$ cat src/rtl/game_controller.sv
// Tic-tac-toe game controller: owns the board register and the turn sequence.
// It accepts moves over a valid/ready handshake, rejects illegal moves, writes
// legal ones, alternates turns and decides the result (win, draw or none yet).
// Every output comes straight from a flop.

module game_controller #(
    parameter logic FIRST_PLAYER = 1'b0,
    parameter logic ALT_START    = 1'b0
) (
    input  logic        clk,
    input  logic        rst_n,
    input  logic        start,
    input  logic        mv_valid,
    input  logic [1:0]  mv_row,
    input  logic [1:0]  mv_col,
    output logic        mv_ready,
    output logic        mv_err,
    output logic [17:0] board_flat,
    output logic        cur_player,
    output logic [3:0]  move_cnt,
    output logic [2:0]  who_won,
    output logic        game_over
);

    typedef enum logic [1:0] {
        ST_IDLE  = 2'd0,
        ST_TURN  = 2'd1,
        ST_CHECK = 2'd2,
        ST_DONE  = 2'd3
    } state_t;

    localparam logic [17:0] BOARD_EMPTY = 18'h2AAAA;
    localparam logic [1:0]  CELL_EMPTY  = 2'd2;
    localparam logic [2:0]  RES_DRAW    = 3'd2;
    localparam logic [2:0]  RES_NONE    = 3'd3;

    // Returns 1 when player p owns all three cells of any row, column or diagonal.
    function automatic logic line_hit(input logic [17:0] b, input logic p);
        logic [8:0] own;
        for (int i = 0; i < 9; i++) begin
            own[i] = (b[(i * 2) +: 2] == {1'b0, p});
        end
        return (&own[2:0]) | (&own[5:3]) | (&own[8:6]) |
               (own[0] & own[3] & own[6]) |
               (own[1] & own[4] & own[7]) |
               (own[2] & own[5] & own[8]) |
               (own[0] & own[4] & own[8]) |
               (own[2] & own[4] & own[6]);
    endfunction

    state_t      state_r, state_nx_s;
    logic [17:0] board_r, board_nx_s;
    logic        cur_player_r, cur_player_nx_s;
    logic [3:0]  move_cnt_r, move_cnt_nx_s;
    logic [2:0]  who_won_r, who_won_nx_s;
    logic        game_over_r, game_over_nx_s;
    logic        mv_ready_r, mv_ready_nx_s;
    logic        mv_err_r, mv_err_nx_s;
    logic        first_r, first_nx_s;     // first player of the current game
    logic        played_r, played_nx_s;   // a game has been started since reset

    logic        in_range_s;
    logic [3:0]  mv_idx_s;
    logic        cell_free_s;
    logic        handshake_s;
    logic        legal_s;
    logic        win_s;
    logic        draw_s;
    logic        new_first_s;

    // Decode the requested cell; out-of-range coordinates are parked on cell 0
    // so the board lookup never leaves the vector.
    always_comb begin
        in_range_s = (mv_row != 2'd3) && (mv_col != 2'd3);
        if (in_range_s) begin
            mv_idx_s = ({2'b00, mv_row} * 4'd3) + {2'b00, mv_col};
        end else begin
            mv_idx_s = 4'd0;
        end
        cell_free_s = (board_r[{mv_idx_s, 1'b0} +: 2] == CELL_EMPTY);
        handshake_s = mv_valid && mv_ready_r;
        legal_s     = in_range_s && cell_free_s;
        win_s       = line_hit(board_r, cur_player_r);
        draw_s      = (move_cnt_r == 4'd9);
        if (ALT_START && played_r) begin
            new_first_s = ~first_r;
        end else begin
            new_first_s = FIRST_PLAYER;
        end
    end

    // State register.
    always_ff @(posedge clk or negedge rst_n) begin
        if (!rst_n) begin
            state_r <= ST_IDLE;
        end else begin
            state_r <= state_nx_s;
        end
    end

    // Next-state logic; start overrides everything, including a pending move.
    always_comb begin
        state_nx_s = state_r;
        if (start) begin
            state_nx_s = ST_TURN;
        end else begin
            case (state_r)
                ST_IDLE: begin
                    state_nx_s = ST_IDLE;
                end
                ST_TURN: begin
                    if (handshake_s && legal_s) begin
                        state_nx_s = ST_CHECK;
                    end else begin
                        state_nx_s = ST_TURN;
                    end
                end
                ST_CHECK: begin
                    if (win_s || draw_s) begin
                        state_nx_s = ST_DONE;
                    end else begin
                        state_nx_s = ST_TURN;
                    end
                end
                ST_DONE: begin
                    state_nx_s = ST_DONE;
                end
                default: begin
                    state_nx_s = ST_IDLE;
                end
            endcase
        end
    end

    // Next values of the registered outputs and game bookkeeping.
    always_comb begin
        board_nx_s      = board_r;
        cur_player_nx_s = cur_player_r;
        move_cnt_nx_s   = move_cnt_r;
        who_won_nx_s    = who_won_r;
        game_over_nx_s  = game_over_r;
        mv_err_nx_s     = 1'b0;
        first_nx_s      = first_r;
        played_nx_s     = played_r;
        mv_ready_nx_s   = (state_nx_s == ST_TURN);
        if (start) begin
            board_nx_s      = BOARD_EMPTY;
            move_cnt_nx_s   = 4'd0;
            who_won_nx_s    = RES_NONE;
            game_over_nx_s  = 1'b0;
            cur_player_nx_s = new_first_s;
            first_nx_s      = new_first_s;
            played_nx_s     = 1'b1;
        end else begin
            case (state_r)
                ST_TURN: begin
                    if (handshake_s && legal_s) begin
                        board_nx_s[{mv_idx_s, 1'b0} +: 2] = {1'b0, cur_player_r};
                        move_cnt_nx_s = move_cnt_r + 4'd1;
                    end else if (handshake_s) begin
                        mv_err_nx_s = 1'b1;
                    end else begin
                        mv_err_nx_s = 1'b0;
                    end
                end
                ST_CHECK: begin
                    if (win_s) begin
                        who_won_nx_s   = {2'b00, cur_player_r};
                        game_over_nx_s = 1'b1;
                    end else if (draw_s) begin
                        who_won_nx_s   = RES_DRAW;
                        game_over_nx_s = 1'b1;
                    end else begin
                        cur_player_nx_s = ~cur_player_r;
                    end
                end
                default: begin
                    mv_err_nx_s = 1'b0;
                end
            endcase
        end
    end

    // Output and bookkeeping registers.
    always_ff @(posedge clk or negedge rst_n) begin
        if (!rst_n) begin
            board_r      <= BOARD_EMPTY;
            cur_player_r <= FIRST_PLAYER;
            move_cnt_r   <= 4'd0;
            who_won_r    <= RES_NONE;
            game_over_r  <= 1'b0;
            mv_ready_r   <= 1'b0;
            mv_err_r     <= 1'b0;
            first_r      <= FIRST_PLAYER;
            played_r     <= 1'b0;
        end else begin
            board_r      <= board_nx_s;
            cur_player_r <= cur_player_nx_s;
            move_cnt_r   <= move_cnt_nx_s;
            who_won_r    <= who_won_nx_s;
            game_over_r  <= game_over_nx_s;
            mv_ready_r   <= mv_ready_nx_s;
            mv_err_r     <= mv_err_nx_s;
            first_r      <= first_nx_s;
            played_r     <= played_nx_s;
        end
    end

    assign board_flat = board_r;
    assign cur_player = cur_player_r;
    assign move_cnt   = move_cnt_r;
    assign who_won    = who_won_r;
    assign game_over  = game_over_r;
    assign mv_ready   = mv_ready_r;
    assign mv_err     = mv_err_r;

endmodule

$ cat config.mk
export PLATFORM = sky130hd
export DESIGN_NAME = game_controller
export DESIGN_NICKNAME = d
export VERILOG_FILES = /design/src/rtl/game_controller.sv
export SDC_FILE = /design/constraint.sdc
export NUM_CORES = 1
export LEC_CHECK = 0
export ABC_AREA = 1
export CAP_MARGIN = 20
export CORE_MARGIN = 1
export CORE_UTILIZATION = 35
export DETAILED_ROUTE_END_ITERATION = 10
export SKIP_LAST_GASP = 1
export SYNTH_ARGS = -nofsm -noshare
export SYNTH_HDL_FRONTEND = slang
export SYNTH_SLANG_ARGS = --single-unit
export TNS_END_PERCENT = 1
$ cat constraint.sdc
create_clock -name clk -period 2.3 [get_ports clk]
set_clock_uncertainty 0.05 [all_clocks]
set_input_delay 0.345 -clock clk [delete_from_list [all_inputs] [get_ports clk]]
set_output_delay 0.345 -clock clk [all_outputs]
set_load 0.03 [all_outputs]
==> metrics.txt, run 1 <==
status=finished, violations left; failing checks=setup timing; #FFs+latches synth=30; R2R Path End=board_flat[14]$_DFFE_PN0P_; Ys Warns=0; Initial Utilization=37.0%; dpl cells=459; total grt overflow=0; FF-to-FF setup slack=0.39 ns; CP Data Required Time=2.47 ns; slowest CP cell=fa_1; worst setup margin=-0.304 ns; Initial DRC Count=115; PwrDens=568 nW/um2; Post-Synthesis Cell Area=2240 um2; TritonCTS Sinks=30; P_sw=647 uW; die area=6720 um2; P&R area growth vs syn=35.8%; sequential fraction of the synthesis area=34.1%; drt wl/cell=12.7 um; DP HPWL=4490 um; antenna violations before repair=0; Slew Limit Fails=0; fmax=0.384 GHz; htree depth=2; Gate power share=41.0%; reg-to-reg startpoint=board_flat[13]$_DFFE_PN1P_; synth top area cells=dfrtp_1, nand2_1, dfstp_2; die width=82.0 um; Post-Synthesis Cells=325; Ant. Diodes=0; Top FF cell, synth=dfrtp_1; DR vias=2,262; slowest stage delay, CP=0.58 ns; Setup CP Type=input pin to register; CTS tree=yes; Port-buffer cells=35; clock-pin slew on the worst setup and hold paths=0.07 ns; met2 WL=2830 um; GPL Wtd Cong=0.891; syn avg cell area=6.89 um2; Top-Level Pins=37; CTS buffer count=5; syn_nets=344; Fillers=646; post-place setup slack=-1.19 ns; share of the synthesized area in the top cell type=21.2%; switch share=37.5%; number of synthesized flops with an enable pin=0; share of cells above drive strength 1=23.2%; FF-to-FF path depth=13; Seq pwr share=35.2%; Setup-failing EPs final=26; Clock Tree Root=clkbuf_8; fin nets=410; post-CTS setup buffers=0; Vias/cell=4.84; FFs w/ async S/R, synth=100%; highest metal used=met4; count leader, synth=nand2_1; distinct cell type count after synthesis=34; first-pass GRT wire length=10,400 um; total track usage=20.6%; DRT met1 WL=2820 um; Die Span Y=82.0 um; Setup crit start=mv_row[1]; buffer depth of the longest clock path=2; Final Hold Fails=0; vias in the first global route=2,203; RSZ-0062 raised after global routing=true; ANT nets after route=0; Core ar.=6060 um2; Worst EP arrival=2.78 ns; CP Capture Type=register; Lkg Pwr=1.53 nW; period utilisation layout=113%; Worst Setup EP=board_flat[16]$_DFFE_PN0P_; CP Cell Sequence=buf_6, inv_2, fa_1, inv_2, ha_4, fa_1, nand2_4, or2_1, nand2_2, inv_4, nor2_2, buf_4, nand2_1, nor2_1, nand3_1, nand2_1; Pre-antenna DRT Iters=4; final WL=5950 um; Max-cap violations=0; maximum vdd drop=0.389 mV; final worst path period need=2.60 ns; CP max FO=6; row count=28; WL met3=267 um; worst-skew pair later-pin latency=0.28 ns; top cells by count, synth=nand2_1, inv_1, nand3_1, nor2_1, dfrtp_1; footprint of the multi-input gates=1300 um2; Hold WC Path Type=input pin to asynchronous set/reset pin; Finished Cell Area=3040 um2; Clock Power Share=23.7%; Finished Layout Cells=467; largest net degree at the start of global routing=31; total placed instance area=2890 um2; Sequential Area=764 um2; Worst setup SP type=input pin; post-synth top area cell=dfrtp_1; DRC violations left=0; Internal=1.08 mW
-- final cells by class --
class	count	area share (%)
repair buffers	67	20.1
inverters	47	6.38
well taps	75	3.09
flip-flops and latches	30	25.1
multi-input cells	240	42.7
clock buffers	8	2.63
-- stage by stage --
stage	utilization (%)	hold WS [ns]	setup TNS, ns	total power [mW]
floorplan	-	-0.000591	-7.29	1.01
global placement	47.7	0.410	-28.21	1.29
detailed placement	47.7	0.416	-28.98	1.29
CTS	49.3	0.425	-6.76	1.72
global route	50.2	0.448	-10.17	1.85
finish	50.2	0.415	-6.26	1.73
-- state kept, by name (all words and copies together), names as in the netlist --
| signal | count |
|---|---|
| state_r | 2 |
| game_over | 1 |
| who_won | 2 |
| mv_err | 1 |
| board_flat | 18 |
| mv_ready | 1 |
| cur_player | 1 |
| move_cnt | 4 |
-- cell families (layout without fill, tap and decap cells) --
family          Yosys count  count (layout)  share of synthesized area (%)
buf+inv                  55             122                           10.7
other cells               1               1                          0.167
xor+xnor                  3               3                           1.17
compound gates           23              23                           5.47
simple gates            202             202                           41.5
flops                    30              30                           34.1
fa+ha+maj                11              11                           6.82
-- metal layers --
layer  track usage [%]  up-vias
met5                 0        -
met4              3.68        0
met3              3.33        4
met2              35.2       47
met1              27.3     1060
li1                  -     1151
-- cell usage in the layout, fill, tap and decap left out, types with 3 or more instances in the layout --
cell	count
dfrtp_1	19
buf_4	31
nand2_4	4
clkbuf_8	5
nor2_1	28
nand2_1	98
dfstp_2	11
nand3_1	29
inv_1	37
xor2_1	3
a21oi_1	5
clkdlybuf4s50_1	32
clkbuf_1	3
nor2_2	5
or2_1	3
nand4_1	4
nand2_2	7
inv_2	6
ha_1	7
o21ai_0	12
nand3_2	6
o21ai_1	3
nor3_1	8
-- power groups by stage --
stage / clock, mW / sequential, mW / combinational, mW
final: 0.410 / 0.608 / 0.709
after global routing: 0.449 / 0.614 / 0.790
after CTS: 0.423 / 0.609 / 0.692
after detailed placement: 0 / 0.617 / 0.670
after global placement: 0 / 0.616 / 0.670
after floorplan: 0 / 0.681 / 0.334
-- how the worst min path moves through the flow --
stage                                           end  slack, ns  cells past startpoint
after floorplan           board_flat[0]$_DFFE_PN0P_    -0.0006                      0
after global placement    board_flat[3]$_DFFE_PN1P_       0.41                      2
after detailed placement     who_won[1]$_DFFE_PN1P_       0.42                      2
after CTS                    who_won[1]$_DFFE_PN1P_       0.42                      2
after global routing      board_flat[5]$_DFFE_PN1P_       0.45                      2
final                     board_flat[0]$_DFFE_PN0P_       0.42                      2
-- critical path: cells and delay by family --
family,cells,cell delay [ns]
adders and majority gates,3,1.27
and+or+nand+nor,8,0.85
buffers and inverters,5,0.33
-- what timing repair did --
action                     CTS  global route
hold buffers                 0             0
hold endpoints to repair     0             0
setup endpoints to repair   26            26
resized for setup           22            14
pin swaps                    8            14
(Power assumes the default switching activity.)
==> run 2: changes to the inputs <==
--- a/config.mk
+++ b/config.mk
@@ -5,11 +5,11 @@
 export SDC_FILE = /design/constraint.sdc
 export NUM_CORES = 1
 export LEC_CHECK = 0
-export ABC_AREA = 1
 export CAP_MARGIN = 20
 export CORE_MARGIN = 1
 export CORE_UTILIZATION = 35
 export DETAILED_ROUTE_END_ITERATION = 10
+export RECOVER_POWER = 25
 export SKIP_LAST_GASP = 1
 export SYNTH_ARGS = -nofsm -noshare
 export SYNTH_HDL_FRONTEND = slang
==> metrics.txt, run 2 <==
DR vias=2,177 (-3.8%); R2R Path End=cur_player$_DFFE_PN0P_; Slew Limit Fails=0 (unchanged); total track usage=21.7% (+1.1 points); share of cells above drive strength 1=39.0% (+16 points); die area=6470 um2 (-3.7%); htree depth=2 (unchanged); reg-to-reg startpoint=cur_player$_DFFE_PN0P_; maximum vdd drop=0.574 mV (+48%); TritonCTS Sinks=30 (unchanged); status=finished, violations left; drt wl/cell=16.3 um (+28%); CP max FO=5 (-1); slew margin rel.=49.4%; Clock Tree Root=clkbuf_8; die width=80.5 um (-1.9%); Sequential Area=764 um2 (unchanged); Final Hold Fails=0 (unchanged); Vias/cell=5.34 (+10%); post-synth top area cell=dfrtp_1; CP Capture Type=register; count leader, synth=dfrtp_1; ANT nets after route=0 (unchanged); worst-skew pair later-pin latency=0.29 ns (about the same); Clock Power Share=36.2% (+13 points); syn_nets=251 (-27%); Ant. Diodes=0 (unchanged); P_sw=552 uW (-15%); Gate power share=33.0% (-8.0 points); row count=28 (unchanged); Initial Utilization=36.4% (-0.56 points); syn avg cell area=9.29 um2 (+35%); buffer depth of the longest clock path=2 (unchanged); final setup TNS=-16.86 ns (-10.60 ns); top cells by count, synth=dfrtp_1, nor2_1, inv_1; FF-to-FF setup slack=-0.19 ns (-0.58 ns); final WL=6640 um (+12%); Fillers=558 (-14%); Seq pwr share=30.8% (-4.4 points); FFs w/ async S/R, synth=100% (unchanged); Worst-Margin Slew=0.759 ns; Post-Synthesis Cells=232 (-29%); commonest non-fill, non-tap cell in the layout=buf_4; first-pass GRT wire length=10,500 um (+1.3%); GPL Wtd Cong=0.879 (-1.4%); Hold WS=0.446 ns (+0.0310 ns); clock-pin slew on the worst setup and hold paths=0.07 ns (about the same); post-place setup slack=-1.64 ns (-0.452 ns); total power=1.86 mW (+7.5%); slowest stage delay, CP=0.52 ns (-0.06 ns); Setup-failing EPs final=29 (+12%); Hold WC Path Type=register to register; Internal=1.30 mW (+21%); vias in the first global route=2,078 (-5.7%); Worst EP arrival=3.18 ns (+0.40 ns); worst setup margin=-0.712 ns (-0.408 ns); PwrDens=551 nW/um2 (-2.9%); RSZ-0062 raised after global routing=true; CTS buffer count=5 (unchanged); Setup crit start=mv_row[1]; synth top area cells=dfrtp_1, dfstp_2, ha_1; fin nets=351 (-14%); #FFs+latches synth=30 (unchanged); Core ar.=5920 um2 (-2.3%); final worst path period need=3.01 ns (+0.408 ns); max reg flops=18 (unchanged); period utilisation layout=131% (+18 points); share of the synthesized area in the top cell type=22.1% (+0.84 points); Worst setup SP type=input pin; Lkg Pwr=1.48 nW (-3.4%); Max-cap violations=0 (unchanged); CP Data Required Time=2.47 ns (about the same); number of synthesized flops with an enable pin=0 (unchanged); P&R area growth vs syn=56.4%; Top-Level Pins=37 (unchanged); footprint of the multi-input gates=1370 um2 (+5.8%); slowest CP cell=fa_1; DP HPWL=4930 um (+9.8%); dpl cells=392 (-15%); switch share=29.8% (-7.7 points); Setup CP Type=input pin to register; CP dominant cell by count=buf_6; Worst Setup EP=board_flat[13]$_DFFE_PN1P_; Finished Layout Cells=408 (-13%); total grt overflow=0 (unchanged); CTS tree=yes; Port-buffer cells=35 (unchanged); antenna violations before repair=0 (unchanged); Ys Warns=0 (unchanged); Pre-antenna DRT Iters=4 (unchanged); failing checks=setup timing; largest net degree at the start of global routing=33 (+6.5%); CP Cell Sequence=buf_8, inv_4, fa_1, inv_1, ha_2, fa_2, buf_6, buf_6, a211oi_4, o211ai_1, a21oi_4, buf_6, nand4_1, a21o_1; most frequent cells in the layout=buf_4, clkdlybuf4s50_1, dfrtp_1, nor2_1, nand4_1; FF-to-FF path depth=8 (-5); Initial DRC Count=109 (-5.2%); sequential fraction of the synthesis area=35.5% (+1.3 points); DRC violations left=0 (unchanged); Top FF cell, synth=dfrtp_1; fmax=0.332 GHz (-14%); Post-Synthesis Cell Area=2150 um2 (-3.8%); distinct cell type count after synthesis=62 (+82%); Die Span Y=80.5 um (-1.9%)
## run 2: cell families after synthesis
group,count (synthesis),share of synthesized area (%)
AOI/OAI and AO/OA,48,17.2
xor gates and xnor gates,5,2.03
adders and majority gates,11,7.08
buffers and inverters,28,6.04
DFF,30,35.5
muxes,6,3.08
other,1,0.174
and+or+nand+nor,103,28.9
## run 2: through the flow
step,cell area [um2],util (%)
floorplan,2230,-
detailed placement,3070,51.8
finish,3370,56.9
global placement,3070,51.8
CTS,3280,55.4
global route,3370,56.9
## run 2: worst min-delay path by stage
stage | startpoint | to | slack [ns] | cells after the start
2_1_floorplan | rst_n | board_flat[0]$_DFFE_PN0P_ | -0.0006 | 0
3_3_place_gp | state_r[1]$_DFF_PN0_ | state_r[0]$_DFF_PN0_ | 0.43 | 1
3_5_place_dp | state_r[1]$_DFF_PN0_ | state_r[0]$_DFF_PN0_ | 0.44 | 1
4_1_cts | rst_n | board_flat[4]$_DFFE_PN0P_ | 0.40 | 2
5_1_grt | state_r[1]$_DFF_PN0_ | state_r[0]$_DFF_PN0_ | 0.48 | 1
6_report | state_r[1]$_DFF_PN0_ | state_r[0]$_DFF_PN0_ | 0.45 | 1
## run 2: what timing repair did
action                                  in CTS  in global routing
hold buffers                                 0                  0
pin swaps                                    8                 11
buffers inserted                             5                  2
cloned                                       0                  1
resized for setup                           22                 17
endpoints found under the setup margin      29                 30
## run 2: layout make-up
class                      count  share of cell area [%]
inverter                      15                    1.97
multi-input combinational    174                    40.8
tap                           75                    2.78
sequential                    30                    22.7
timing repair buffer         106                    27.6
clock buffer                   6                    2.45
clock inverter                 2                    1.78
## run 2: metal layers
layer	GRT usage, %	vias up	share of wire (%)
li1	-	1063	-
met1	28.9	1048	47
met2	35.6	57	47
met3	3.52	9	4.3
met4	6.79	0	1.5
met5	0	-	0
## run 2: worst max-delay path, delay by kind of cell
kind,cells,cell delay (ns)
AO/OA/AOI/OAI,4,0.91
AND/OR/NAND/NOR,1,0.15
adder cells (fa/ha/maj),3,1.21
buffers and inverters,6,0.56
## run 2: power groups by stage
| stage | sequential, mW | clock, mW | combinational (mW) |
|---|---|---|---|
| global route | 0.575 | 0.703 | 0.660 |
| global placement | 0.578 | 0 | 0.519 |
| floorplan | 0.600 | 0 | 0.273 |
| detailed placement | 0.579 | 0 | 0.527 |
| CTS | 0.570 | 0.683 | 0.572 |
| finish | 0.572 | 0.672 | 0.613 |
==> run 3: changes to the inputs <==
--- a/config.mk
+++ b/config.mk
@@ -5,7 +5,6 @@
 export SDC_FILE = /design/constraint.sdc
 export NUM_CORES = 1
 export LEC_CHECK = 0
-export CAP_MARGIN = 20
 export CORE_MARGIN = 1
 export CORE_UTILIZATION = 35
 export DETAILED_ROUTE_END_ITERATION = 10
@@ -14,4 +13,3 @@
 export SYNTH_ARGS = -nofsm -noshare
 export SYNTH_HDL_FRONTEND = slang
 export SYNTH_SLANG_ARGS = --single-unit
-export TNS_END_PERCENT = 1
==> metrics.txt, run 3 (synthesized netlist as in run 2, its figures left out) <==
Worst Setup EP=board_flat[0]$_DFFE_PN0P_; final worst path period need=2.96 ns (-0.0562 ns); CP max FO=6 (+1); P&R area growth vs syn=66.8%; TritonCTS Sinks=30 (unchanged); Bufs and invs on worst path=4 (-2); die area=6470 um2 (unchanged); footprint of the multi-input gates=1520 um2 (+11%); Setup crit start=mv_row[0]; Slew Limit Fails=0 (unchanged); Max-cap violations=0 (unchanged); slowest CP cell=fa_2; dpl cells=395 (+0.77%); reg-to-reg startpoint=cur_player$_DFFE_PN0P_; period utilisation layout=129% (-2.4 points); Pre-antenna DRT Iters=4 (unchanged); antenna violations before repair=0 (unchanged); fin nets=363 (+3.4%); maximum vdd drop=0.360 mV (-37%); Crit path max-delay family=adder cells; FF-to-FF path depth=9 (+1); most frequent cells in the layout=buf_4, clkdlybuf4s50_1, dfrtp_1, nor2_1, nand4_1; CTS tree=yes; final WL=7060 um (+6.4%); share of cells above drive strength 1=47.5% (+8.5 points); CP Capture Type=register; Ant. Diodes=0 (unchanged); total grt overflow=0 (unchanged); commonest non-fill, non-tap cell in the layout=buf_4; row count=28 (unchanged); Clock Power Share=30.4% (-5.8 points); Sequential Area=769 um2 (+0.65%); GPL Wtd Cong=0.920 (+4.7%); slew margin rel.=50.4% (+0.94 points); clock-pin slew on the worst setup and hold paths=0.06 ns (about the same); failing checks=setup timing; DR vias=2,272 (+4.4%); Clock Tree Root=clkbuf_8; Hold Crit Depth=2 (+1); R2R Path End=state_r[1]$_DFF_PN0_; status=finished, violations left; drt wl/cell=16.8 um (+3.4%); vias in the first global route=2,197 (+5.7%); slowest stage delay, CP=0.68 ns (+0.16 ns); total track usage=22.3% (+0.58 points); Gate power share=37.0% (+4.0 points); max reg flops=18 (unchanged); CP Cell Sequence=buf_8, inv_4, fa_1, inv_1, ha_2, fa_2, nor4b_2, o21ai_1, buf_4, o2111a_2, nor2_4, or4_1, a21oi_1; P_sw=575 uW (+4.1%); Port-buffer cells=35 (unchanged); DRC violations left=0 (unchanged); switch share=32.8% (+3.0 points); first-pass GRT wire length=10,800 um (+3.0%); worst setup margin=-0.656 ns (+0.0562 ns); CP Data Required Time=2.46 ns (about the same); ANT nets after route=0 (unchanged); htree depth=2 (unchanged); die width=80.5 um (unchanged); fmax=0.338 GHz (+1.9%); Setup-failing EPs final=28 (-3.4%); worst-skew pair later-pin latency=0.29 ns (about the same); Initial Utilization=36.4% (unchanged); Lkg Pwr=1.52 nW (+2.9%); Finished Layout Cells=420 (+2.9%); largest net degree at the start of global routing=33 (unchanged); Final Hold Fails=0 (unchanged); DP HPWL=4660 um (-5.6%); buffer depth of the longest clock path=2 (unchanged); stages on the worst setup path=13 (-1); Fillers=502 (-10%); Worst EP arrival=3.12 ns (-0.06 ns); RSZ-0062 raised after global routing=true; Internal=1.18 mW (-9.7%); Core ar.=5920 um2 (unchanged); Final Util=60.7% (+3.8 points); Setup CP Type=input pin to register; Die Span Y=80.5 um (unchanged); Initial DRC Count=147 (+35%); PwrDens=488 nW/um2 (-11%); Worst setup SP type=input pin; Top-Level Pins=37 (unchanged); Hold WC Path Type=register to register; Worst-Margin Slew=0.745 ns (-0.0140 ns); Vias/cell=5.41 (+1.4%); CTS buffer count=5 (unchanged); FF-to-FF setup slack=-0.11 ns (+0.08 ns); Seq pwr share=32.6% (+1.8 points)
[run 3: changes by cell type in the layout (fill, tap and decap cells not counted), moves of 5 or more]
cell,change
or4_1,-5
buf_6,+8
buf_4,+5
or4_4,+5
[run 3: tightest hold or removal path, cell delays in order, from the launching register on]
cell     delay [ns]
dfrtp_1        0.37
a21oi_2        0.04
nor2_1         0.07
[run 3: power groups by stage]
stage	Combinational (mW)	Sequential (mW)	Clock, mW
after CTS	0.603	0.571	0.544
after global placement	0.519	0.579	0
after detailed placement	0.518	0.579	0
final	0.649	0.571	0.532
after floorplan	0.277	0.600	0
after global routing	0.694	0.574	0.555
[run 3: layer usage]
metal | share of wire (%) | vias up | track usage (%)
li1 | - | 1079 | -
met1 | 43 | 1106 | 28.2
met2 | 50 | 75 | 37.5
met3 | 4.8 | 12 | 3.64
met4 | 1.7 | 0 | 8.75
met5 | 0 | - | 0
[run 3: what timing repair did]
item                                    CTS  global route
pin swaps                                20            23
resized for setup                        45            33
hold buffers                              0             0
endpoints found under the setup margin   28            30
buffers inserted                         12             7
[run 3: cell type report]
type                       count  share of cell area (%)
tap                           75                    2.61
multi-input combinational    174                    42.3
sequential                    30                    21.4
timing repair buffer         118                    28.8
inverter                      15                    1.84
clock inverter                 3                    1.11
clock buffer                   5                    1.91
[run 3: how the worst min path moves through the flow]
stage	from	endpoint	slack (ns)
3_3_place_gp	state_r[1]$_DFF_PN0_	state_r[0]$_DFF_PN0_	0.44
5_1_grt	game_over$_DFFE_PN0P_	game_over$_DFFE_PN0P_	0.49
4_1_cts	rst_n	board_flat[6]$_DFFE_PN0P_	0.40
3_5_place_dp	state_r[1]$_DFF_PN0_	state_r[0]$_DFF_PN0_	0.44
2_1_floorplan	rst_n	board_flat[0]$_DFFE_PN0P_	-0.0006
6_report	game_over$_DFFE_PN0P_	game_over$_DFFE_PN0P_	0.47
[run 3: through the flow]
stage               cell area, um2  hold WS, ns  setup TNS [ns]  setup slack [ns]  power, mW
floorplan                     2240    -0.000591          -15.89            -0.717      0.877
global placement              3080        0.438          -37.71             -1.55       1.10
detailed placement            3080        0.437          -39.14             -1.63       1.10
CTS                           3400        0.396          -14.07            -0.637       1.72
global route                  3590        0.485          -17.98            -0.753       1.82
finish                        3590        0.470          -15.13            -0.656       1.75
